$ cat src/rtl/seq_alu_if.sv
// Request/response bundle between the Y-register/bus datapath and seq_alu_core.
// The datapath side drives start/op/a/b; the ALU returns status and the ZHi/ZLo words.
interface seq_alu_if #(
  parameter int WIDTH = 32
);
  logic             start;
  logic [3:0]       op;
  logic [WIDTH-1:0] a;
  logic [WIDTH-1:0] b;
  logic             busy;
  logic             done;
  logic [WIDTH-1:0] zhi;
  logic [WIDTH-1:0] zlo;
  logic             carry;
  logic             dbz;
  logic             illegal;

  modport master (
    output start, op, a, b,
    input  busy, done, zhi, zlo, carry, dbz, illegal
  );

  modport slave (
    input  start, op, a, b,
    output busy, done, zhi, zlo, carry, dbz, illegal
  );
endinterface

$ cat src/rtl/seq_alu_core.sv
// Multi-cycle ALU: single-cycle logic/shift/add ops, radix-2 Booth multiply and
// signed restoring divide, with results registered into ZHi/ZLo-style outputs.
module seq_alu_core #(
  parameter int WIDTH = 32,
  parameter int SHW   = $clog2(WIDTH)
) (
  input logic      Clock,
  input logic      Clear,
  seq_alu_if.slave bus
);

  localparam int CW = $clog2(WIDTH + 1);

  typedef enum logic [1:0] {IDLE, RUN, FIX, DONE} state_e;

  typedef enum logic [3:0] {
    OP_AND = 4'd0,
    OP_OR  = 4'd1,
    OP_ADD = 4'd2,
    OP_SUB = 4'd3,
    OP_MUL = 4'd4,
    OP_DIV = 4'd5,
    OP_SHR = 4'd6,
    OP_SHL = 4'd7,
    OP_ROR = 4'd8,
    OP_ROL = 4'd9,
    OP_NEG = 4'd10,
    OP_NOT = 4'd11
  } op_e;

  state_e           state;
  logic [CW-1:0]    cnt;
  logic             is_div;

  // Booth datapath: acc carries one guard bit so a most-negative multiplicand cannot overflow
  logic [WIDTH:0]   acc;
  logic [WIDTH:0]   mcand;
  logic [WIDTH-1:0] mq;
  logic             qm1;

  // Restoring divider on magnitudes; signs re-applied in FIX
  logic [WIDTH-1:0] rem;
  logic [WIDTH-1:0] quo;
  logic [WIDTH-1:0] dvsr;
  logic             a_neg;
  logic             q_neg;

  logic [SHW-1:0]   sh;
  logic [WIDTH:0]   add_s;
  logic [WIDTH-1:0] sc_lo;
  logic             sc_carry;
  logic             sc_ill;

  logic [WIDTH:0]   bsum;
  logic [WIDTH:0]   acc_n;
  logic [WIDTH-1:0] mq_n;

  logic [WIDTH:0]   dtrial;
  logic [WIDTH-1:0] rem_n;
  logic [WIDTH-1:0] quo_n;

  always_comb begin
    sh       = bus.b[SHW-1:0];
    add_s    = {1'b0, bus.a} + {1'b0, bus.b};
    sc_lo    = '0;
    sc_carry = 1'b0;
    sc_ill   = 1'b0;
    case (bus.op)
      OP_AND: sc_lo = bus.a & bus.b;
      OP_OR:  sc_lo = bus.a | bus.b;
      OP_ADD: begin
        sc_lo    = add_s[WIDTH-1:0];
        sc_carry = add_s[WIDTH];
      end
      OP_SUB: begin
        sc_lo    = bus.a - bus.b;
        sc_carry = (bus.a >= bus.b);
      end
      OP_SHR: sc_lo = bus.a >> sh;
      OP_SHL: sc_lo = bus.a << sh;
      OP_ROR: sc_lo = (bus.a >> sh) | (bus.a << (WIDTH - int'(sh)));
      OP_ROL: sc_lo = (bus.a << sh) | (bus.a >> (WIDTH - int'(sh)));
      OP_NEG: sc_lo = -bus.b;
      OP_NOT: sc_lo = ~bus.b;
      OP_MUL, OP_DIV: sc_lo = '0;
      default: sc_ill = 1'b1;
    endcase
  end

  always_comb begin
    case ({mq[0], qm1})
      2'b01:   bsum = acc + mcand;
      2'b10:   bsum = acc - mcand;
      default: bsum = acc;
    endcase
    acc_n = {bsum[WIDTH], bsum[WIDTH:1]};
    mq_n  = {bsum[0], mq[WIDTH-1:1]};
  end

  always_comb begin
    dtrial = {rem, quo[WIDTH-1]} - {1'b0, dvsr};
    if (dtrial[WIDTH]) begin
      rem_n = {rem[WIDTH-2:0], quo[WIDTH-1]};
      quo_n = {quo[WIDTH-2:0], 1'b0};
    end else begin
      rem_n = dtrial[WIDTH-1:0];
      quo_n = {quo[WIDTH-2:0], 1'b1};
    end
  end

  always_ff @(posedge Clock or posedge Clear) begin
    if (Clear) begin
      state       <= IDLE;
      cnt         <= '0;
      is_div      <= 1'b0;
      acc         <= '0;
      mcand       <= '0;
      mq          <= '0;
      qm1         <= 1'b0;
      rem         <= '0;
      quo         <= '0;
      dvsr        <= '0;
      a_neg       <= 1'b0;
      q_neg       <= 1'b0;
      bus.busy    <= 1'b0;
      bus.done    <= 1'b0;
      bus.zhi     <= '0;
      bus.zlo     <= '0;
      bus.carry   <= 1'b0;
      bus.dbz     <= 1'b0;
      bus.illegal <= 1'b0;
    end else begin
      bus.done <= 1'b0;
      case (state)
        IDLE: begin
          if (bus.start) begin
            if (bus.op == OP_MUL) begin
              mcand    <= {bus.a[WIDTH-1], bus.a};
              acc      <= '0;
              mq       <= bus.b;
              qm1      <= 1'b0;
              cnt      <= CW'(WIDTH);
              is_div   <= 1'b0;
              bus.busy <= 1'b1;
              state    <= RUN;
            end else if (bus.op == OP_DIV && bus.b != '0) begin
              rem      <= '0;
              quo      <= bus.a[WIDTH-1] ? -bus.a : bus.a;
              dvsr     <= bus.b[WIDTH-1] ? -bus.b : bus.b;
              a_neg    <= bus.a[WIDTH-1];
              q_neg    <= bus.a[WIDTH-1] ^ bus.b[WIDTH-1];
              cnt      <= CW'(WIDTH);
              is_div   <= 1'b1;
              bus.busy <= 1'b1;
              state    <= RUN;
            end else if (bus.op == OP_DIV) begin
              bus.zhi     <= bus.a;
              bus.zlo     <= '0;
              bus.carry   <= 1'b0;
              bus.dbz     <= 1'b1;
              bus.illegal <= 1'b0;
              bus.done    <= 1'b1;
              state       <= DONE;
            end else begin
              bus.zhi     <= '0;
              bus.zlo     <= sc_lo;
              bus.carry   <= sc_carry;
              bus.dbz     <= 1'b0;
              bus.illegal <= sc_ill;
              bus.done    <= 1'b1;
              state       <= DONE;
            end
          end
        end
        RUN: begin
          cnt <= cnt - CW'(1);
          if (is_div) begin
            rem <= rem_n;
            quo <= quo_n;
            if (cnt == CW'(1)) state <= FIX;
          end else begin
            acc <= acc_n;
            mq  <= mq_n;
            qm1 <= mq[0];
            // Last Booth step: capture the product straight from the next-state terms
            if (cnt == CW'(1)) begin
              bus.zhi     <= acc_n[WIDTH-1:0];
              bus.zlo     <= mq_n;
              bus.carry   <= 1'b0;
              bus.dbz     <= 1'b0;
              bus.illegal <= 1'b0;
              bus.busy    <= 1'b0;
              bus.done    <= 1'b1;
              state       <= DONE;
            end
          end
        end
        FIX: begin
          bus.zlo     <= q_neg ? -quo : quo;
          bus.zhi     <= a_neg ? -rem : rem;
          bus.carry   <= 1'b0;
          bus.dbz     <= 1'b0;
          bus.illegal <= 1'b0;
          bus.busy    <= 1'b0;
          bus.done    <= 1'b1;
          state       <= DONE;
        end
        DONE: state <= IDLE;
        default: state <= IDLE;
      endcase
    end
  end

endmodule

$ cat src/flat_wrapper.sv
// flat-port wrapper written by rule: the top's interface ports become plain ports
module seq_alu_core_flat 
#(
  parameter int WIDTH = 32,
  parameter int SHW   = $clog2(WIDTH)
)
  (Clock, Clear, bus_start, bus_op, bus_a, bus_b, bus_busy, bus_done, bus_zhi, bus_zlo, bus_carry, bus_dbz, bus_illegal);
  seq_alu_if #(.WIDTH(WIDTH)) bus_i ();
  input logic Clock;
  input logic Clear;
  input wire logic [$bits(bus_i.start)-1:0] bus_start;
  input wire logic [$bits(bus_i.op)-1:0] bus_op;
  input wire logic [$bits(bus_i.a)-1:0] bus_a;
  input wire logic [$bits(bus_i.b)-1:0] bus_b;
  output wire logic [$bits(bus_i.busy)-1:0] bus_busy;
  output wire logic [$bits(bus_i.done)-1:0] bus_done;
  output wire logic [$bits(bus_i.zhi)-1:0] bus_zhi;
  output wire logic [$bits(bus_i.zlo)-1:0] bus_zlo;
  output wire logic [$bits(bus_i.carry)-1:0] bus_carry;
  output wire logic [$bits(bus_i.dbz)-1:0] bus_dbz;
  output wire logic [$bits(bus_i.illegal)-1:0] bus_illegal;
  assign bus_i.start = bus_start;
  assign bus_i.op = bus_op;
  assign bus_i.a = bus_a;
  assign bus_i.b = bus_b;
  assign bus_busy = bus_i.busy;
  assign bus_done = bus_i.done;
  assign bus_zhi = bus_i.zhi;
  assign bus_zlo = bus_i.zlo;
  assign bus_carry = bus_i.carry;
  assign bus_dbz = bus_i.dbz;
  assign bus_illegal = bus_i.illegal;
  seq_alu_core #(.WIDTH(WIDTH), .SHW(SHW)) u_core (.Clock(Clock), .Clear(Clear), .bus(bus_i));
endmodule
$ cat config.mk
export PLATFORM = sky130hd
export DESIGN_NAME = seq_alu_core_flat
export DESIGN_NICKNAME = d
export VERILOG_FILES = /design/src/rtl/seq_alu_if.sv /design/src/rtl/seq_alu_core.sv /design/src/flat_wrapper.sv
export SDC_FILE = /design/constraint.sdc
export NUM_CORES = 2
export LEC_CHECK = 0
export BUFFER_PORTS_ARGS = -buffer_cell sky130_fd_sc_hd__buf_4
export CAP_MARGIN = 20
export CORE_MARGIN = 8
export CORE_UTILIZATION = 40
export CTS_CLUSTER_SIZE = 20
export DETAILED_ROUTE_END_ITERATION = 10
export PLACE_DENSITY = 0.62
export SLEW_MARGIN = 25
export SYNTH_ARGS = -nofsm -noshare
export SYNTH_HDL_FRONTEND = slang
export SYNTH_SLANG_ARGS = --single-unit
$ cat constraint.sdc
create_clock -name Clock -period 9.2 [get_ports Clock]
set_input_delay 1.84 -clock Clock [delete_from_list [all_inputs] [get_ports Clock]]
set_output_delay 1.84 -clock Clock [all_outputs]
set_load 0.01 [all_outputs]
Word level (Yosys, flattened, before mapping)
Cells that the tools add are included.
- word-level logic and storage cells: 170
- output and inout bits: 69
- flip-flop bits (word level): 274
- shifts and indexed selects: 4
- $add $sub $neg: 11
- $lt $le $gt $ge: 1
- muxes and demuxes: 85
- bitwise operators: 7
- reduce and logical (&&, ||, !) cells: 17
- eq/ne operators: 26
- operator list (kind ; number):
    2-to-1 mux 32 bit ; 28
    case mux 32 bit (10 select lines) ; 1
    case mux 32 bit (2 select lines) ; 3
    case mux 32 bit (3 select lines) ; 2
    case mux 33 bit (2 select lines) ; 2
    negation 32 bit ; 4
    2-to-1 mux 33 bit ; 3
    bitwise OR 32 bit ; 3
    adder 32 x 32 -> 33 bit ; 1
    adder 33 bit ; 1
    subtractor 33 x 32 -> 33 bit ; 1
    subtractor 33 bit ; 1
    bitwise AND 32 bit ; 1
    >= comparator 32 bit ; 1
    NOT 32 bit ; 1
    nonzero test 32 bit ; 1
    << shifter 32 x 32 -> 32 bit ; 1
    << shifter 32 x 5 -> 32 bit ; 1
    right shift 32 x 32 -> 32 bit ; 1
    right shift 32 x 5 -> 32 bit ; 1
    subtractor 32 bit ; 1
    2-to-1 mux 1 bit ; 28
    2-to-1 mux 6 bit ; 3
    equality test 4 x 3 -> 1 bit (second input constant) ; 4
    other kinds (29) ; 57

Longest topological paths before layout
- depth after elaboration: 9
- gate-level depth with buffers: 19

Least setup slack after synthesis
Ideal clock, no wire load.
- path type: input to register
- start point: in bus_b[0]
- end point: reg u_core.bus.zlo[19]
- path slack: 3.228 ns
- stages: 15
- arrival: 5.833 ns
- path through: clkbuf_1 -> buf_2 -> buf_2 -> inv_2 -> clkbuf_1 -> ha_1 -> clkbuf_1 -> clkbuf_1 -> clkbuf_1 -> mux4_2 -> mux4_2 -> a221oi_1 -> o21ai_0 -> a2111oi_0 -> a21oi_1
- longest elaborated chain between the ends: 9
- RTL lines (item ; line ; text):
    from (decl) ; flat_wrapper.sv:14 ; input wire logic [$bits(bus_i.b)-1:0] bus_b;
    subtractor 6 x 5 -> 7 bit ; seq_alu_core.sv:81, seq_alu_core.sv:82 ;
    right shift 32 x 32 -> 32 bit / << shifter 32 x 32 -> 32 bit (equally long branches) ; seq_alu_core.sv:82, seq_alu_core.sv:81 ;
    bitwise OR 32 bit, on equally long branches ; seq_alu_core.sv:82, seq_alu_core.sv:81 ;
    case mux 32 bit (10 select lines) ; seq_alu_core.sv:68 ; case (bus.op)
    2-to-1 mux 32 bit ; seq_alu_core.sv:156 ; end else if (bus.op == OP_DIV) begin
    2-to-1 mux 32 bit ; seq_alu_core.sv:146 ; end else if (bus.op == OP_DIV && bus.b != '0) begin
    2-to-1 mux 32 bit ; seq_alu_core.sv:137 ; if (bus.op == OP_MUL) begin
    2-to-1 mux 32 bit ; seq_alu_core.sv:136 ; if (bus.start) begin
    case mux 32 bit (3 select lines) ; seq_alu_core.sv:134 ; case (state)
    to (signal assigned) ; seq_alu_core.sv:166 ; bus.zlo <= sc_lo;
    to (signal assigned) ; seq_alu_core.sv:188 ; bus.zlo <= mq_n;
    to (signal assigned) ; seq_alu_core.sv:199 ; bus.zlo <= q_neg ? -quo : quo;
    to (decl) ; seq_alu_if.sv:25 ; output busy, done, zhi, zlo, carry, dbz, illegal
Several ways; a longest one is shown, not always the timed one. The select of a mux whose other input is x is not followed.
A chain may end at the register's enable or synchronous reset.

Worst setup path in the final report
- start point: in bus_b[1]
- end point: reg u_core.bus.zhi[31]
- longest elaborated chain between the ends: 4
- RTL lines (item ; line ; text):
    nonzero test 32 bit ; seq_alu_core.sv:146 ;
    logical AND 1 bit ; seq_alu_core.sv:146 ;
    != test 2 bit (no source line) ; n/a ;
    AND reduction 6 bit (no source line) ; n/a ;
    to (signal assigned) ; seq_alu_core.sv:157 ; bus.zhi <= bus.a;
    to (signal assigned) ; seq_alu_core.sv:187 ; bus.zhi <= acc_n[WIDTH-1:0];
    to (signal assigned) ; seq_alu_core.sv:200 ; bus.zhi <= a_neg ? -rem : rem;
    to (decl) ; seq_alu_if.sv:25 ;
Every way passes these cells.

==> results.yml <==
status:
  status: "complete, no violations"
synthesis:
  synth_edf_count: 0
  synth_flop_cell: "dfrtp_1"
  synth_top_area_share: 0.218
  synth-seq-cells: 273
  synth_cell_type_count: 81
  synth_nets: 4404
  yosys.area.top_type: "dfrtp_1"
  netlist_area_um2: 31300
  avgSynthCellArea_um2: 7.54
  yosysWarnings: 0
  synth-async-reset-ratio: 1.00
  synth_seq_area_share: 0.218
  syn-instance-count: 4154
  ys_top_cells_by_area: "dfrtp_1 22%, o21ai_0 7.1%, ha_1 7.0%, nand2_1 6.1%, mux4_2 5.8%"
placed_design:
  placed_area_um2: 33200
  gp_congestion: 1.15
  hpwl_mm: 122
  io_buffer_count: 139
finish:
  finalInstanceArea_um2: 34400
  nets: 4343
  drive_gt1_frac: 0.115
  final_util: 0.445
  area_delta_synth_final_pct: 9.96
  final_common_cell: "nand2_1"
  final_cell_mix: "509 x nand2_1, 444 x o21ai_0, 419 x nor2_1, 337 x a21oi_1, 273 x dfrtp_1"
global_routing:
  grt_pass1_vias: 31846
  grt_usage: 0.365
  grt_use_met2: 0.540
  use_met3: 0.0909
  antenna_found_initial: 10
  grt.overflow.total: 0
  grtUsageMet1: 0.474
  grt-busiest-layer: "met2"
  grt_max_degree: 143
  grt_pass1_wl_mm: 234
clock_tree:
  clock_sinks: 273
  htreeDepth: 2
  clock_latency_ns: 0.57
  cts_buffers: 35
  clock_path_buffers: 3
  clk_pin_slew_worst_paths_ns: 0.06
  postCtsSetupBuffers: 0
  post_cts_resized: 0
  cts.root.buffer_cell: "clkbuf_16"
  cts_hold_buffers: 0
  cts_tree: "done"
sta:
  skew_ns: 0.0254
  period_needed_ns: 6.25
  timing.final.crit_share: 0.680
  fin_setup_tns_ns: 0
  relSlewSlack: 0.213
  setup_viol: 0
  fmax_ghz: 0.160
  hold_viol: 0
  tightest_slew_ns: 1.15
  whs_ns: 0.480
  rsz0062_at_grt: "no"
  drv_slew: 0
detailed_routing:
  ant_nets: 0
  viasPerCell: 6.74
  num_vias: 34761
  routedWlPerCell_um: 32.3
  wl_mm: 167
  drt_iter0_drc: 4659
  first_pass_iters: 8
  drc: 0
min_path:
  min_path_type: "register to register"
worst_setup_path:
  crit_buf_inv: 3
  crit_path_top_delay_cell: "o21ba_2"
  crit_required_ns: 9.62
  crit_chain: "buf_4 -> inv_1 -> ha_4 -> nor4b_1 -> buf_4 -> nand4_1 -> nand4b_1 -> a21oi_1 -> o21ba_2 -> nand2_1 -> a221oi_1 -> nor2_1 -> a21oi_1 -> o41ai_1"
  endpoint_kind: "register"
  slowest_delay_ns: 0.93
  cp_max_fo: 35
  critPathTopFamily: "compound AO/OA/AOI/OAI gates"
  arrival_ns: 6.68
  cp-start-kind: "input port"
  worstSetupPathType: "input port to register"
pwr:
  sw_frac_of_total: 0.519
  p_seq_frac: 0.233
  finalPower_mw: 9.52
  p_sw_mw: 4.95
  combPwrFrac: 0.616
  power-per-cell-area_nw_per_um2: 276
  ir_worst_vdd_v: 0.000214
  p_leak_nw: 14.4
  p_int_mw: 4.58
  clkPwrFrac: 0.151
die:
  io-pin-count: 140
  start_util: 0.404
  die_x_um: 296
  die_height_um: 296
  core_um2: 77500
  rows: 102
  dieArea_um2: 87500
flow_run:
  drv_cap: 0
## layer usage
layer	routed length, µm	part of all wire
met2	69500	0.42
met3	19300	0.12
met1	64600	0.39
met4	13100	0.078
met5	107	0.00064
## worst paths after layout
check                                      from                 end  slack [ns]  cells past startpoint
worst max-delay path                   bus_b[1]  u_core.bus.zhi[31]        2.95                     14
worst min-delay path            u_core.dvsr[14]     u_core.dvsr[14]        0.48                      2
worst max register to register  u_core.mcand[4]      u_core.acc[31]        3.29                     17
worst min register to register  u_core.dvsr[14]     u_core.dvsr[14]        0.48                      2
max in group asynchronous                 Clear   u_core.bus.zhi[5]        6.56                      3
min in group asynchronous                 Clear      u_core.rem[28]        1.34                      2
## cell type report
type	instances	area, µm²
antenna	1	2.50
sequential	273	6830
clock buffer	48	1030
inverter	164	619
clock inverter	14	148
tap	1040	1300
multi-input combinational	3397	22800
timing repair buffer	222	1700
fill	7953	43000
## flip-flops by register name (all words and copies together) (netlist names)
register / flops
u_core.acc: 32
u_core.bus.zhi: 32
u_core.bus.zlo: 32
u_core.dvsr: 32
u_core.mcand: 32
u_core.mq: 32
u_core.quo: 32
u_core.rem: 32
u_core.cnt: 6
u_core.state: 2
u_core.a_neg: 1
u_core.bus.busy: 1
u_core.bus.carry: 1
u_core.bus.dbz: 1
u_core.bus.done: 1
u_core.bus.illegal: 1
u_core.is_div: 1
u_core.q_neg: 1
u_core.qm1: 1
## power by group through the flow
stage          clock, mW  sequential [mW]  combinational, mW
2_1_floorplan          0             2.06               3.85
3_3_place_gp           0             2.21               5.65
3_5_place_dp           0             2.21               5.68
4_1_cts             1.45             2.20               5.70
5_1_grt             1.49             2.27               6.28
6_report            1.44             2.22               5.86
## cell families (layout without fill, tap and decap cells)
family / count (synthesis) / in the layout / synth area share
flops: 273 / 273 / 0.218
other cells: 0 / 1 / 0
compound gates: 1354 / 1354 / 0.268
mux: 275 / 275 / 0.122
fa+ha+maj: 179 / 179 / 0.0724
simple gates: 1347 / 1347 / 0.193
xor+xnor: 242 / 242 / 0.0677
buf+inv: 484 / 448 / 0.0589
## metrics by stage
step,cells,setup WS (ns)
2_1_floorplan,4154,3.23
3_3_place_gp,5094,2.56
3_5_place_dp,5095,2.56
4_1_cts,5157,3.16
5_1_grt,5158,2.55
6_report,5159,2.95
## Yosys cell counts (46+ instances only)
| cell | number |
|---|---|
| dfrtp_1 | 273 |
| a21oi_1 | 337 |
| mux2_2 | 50 |
| nand2b_1 | 52 |
| xnor2_1 | 197 |
| ha_1 | 175 |
| o21ai_0 | 444 |
| nor2_1 | 421 |
| nand3_1 | 66 |
| mux2i_1 | 145 |
| a21o_1 | 55 |
| nand2_1 | 512 |
| mux4_2 | 80 |
| a211oi_1 | 46 |
| inv_1 | 160 |
| a31oi_1 | 53 |
| o31ai_1 | 47 |
| nor3_1 | 76 |
| clkbuf_1 | 270 |
## worst register-to-register path, stage by stage, from the launching register on
cell and delay, ns:
dfrtp_1 0.42, nor4_1 0.63, nand2_1 0.17, nor4_1 0.68
nand2_1 0.22, nor2_1 0.41, a21oi_1 0.15, xnor2_1 0.23
ha_1 0.32, a21oi_1 0.29, nand2b_1 0.14, nand4b_1 0.21
a41oi_1 0.60, o22a_1 0.27, o21ai_0 0.11, nor4_1 0.66
or4_1 0.21, o211ai_1 0.08
Power figures use the tool's default switching activity.
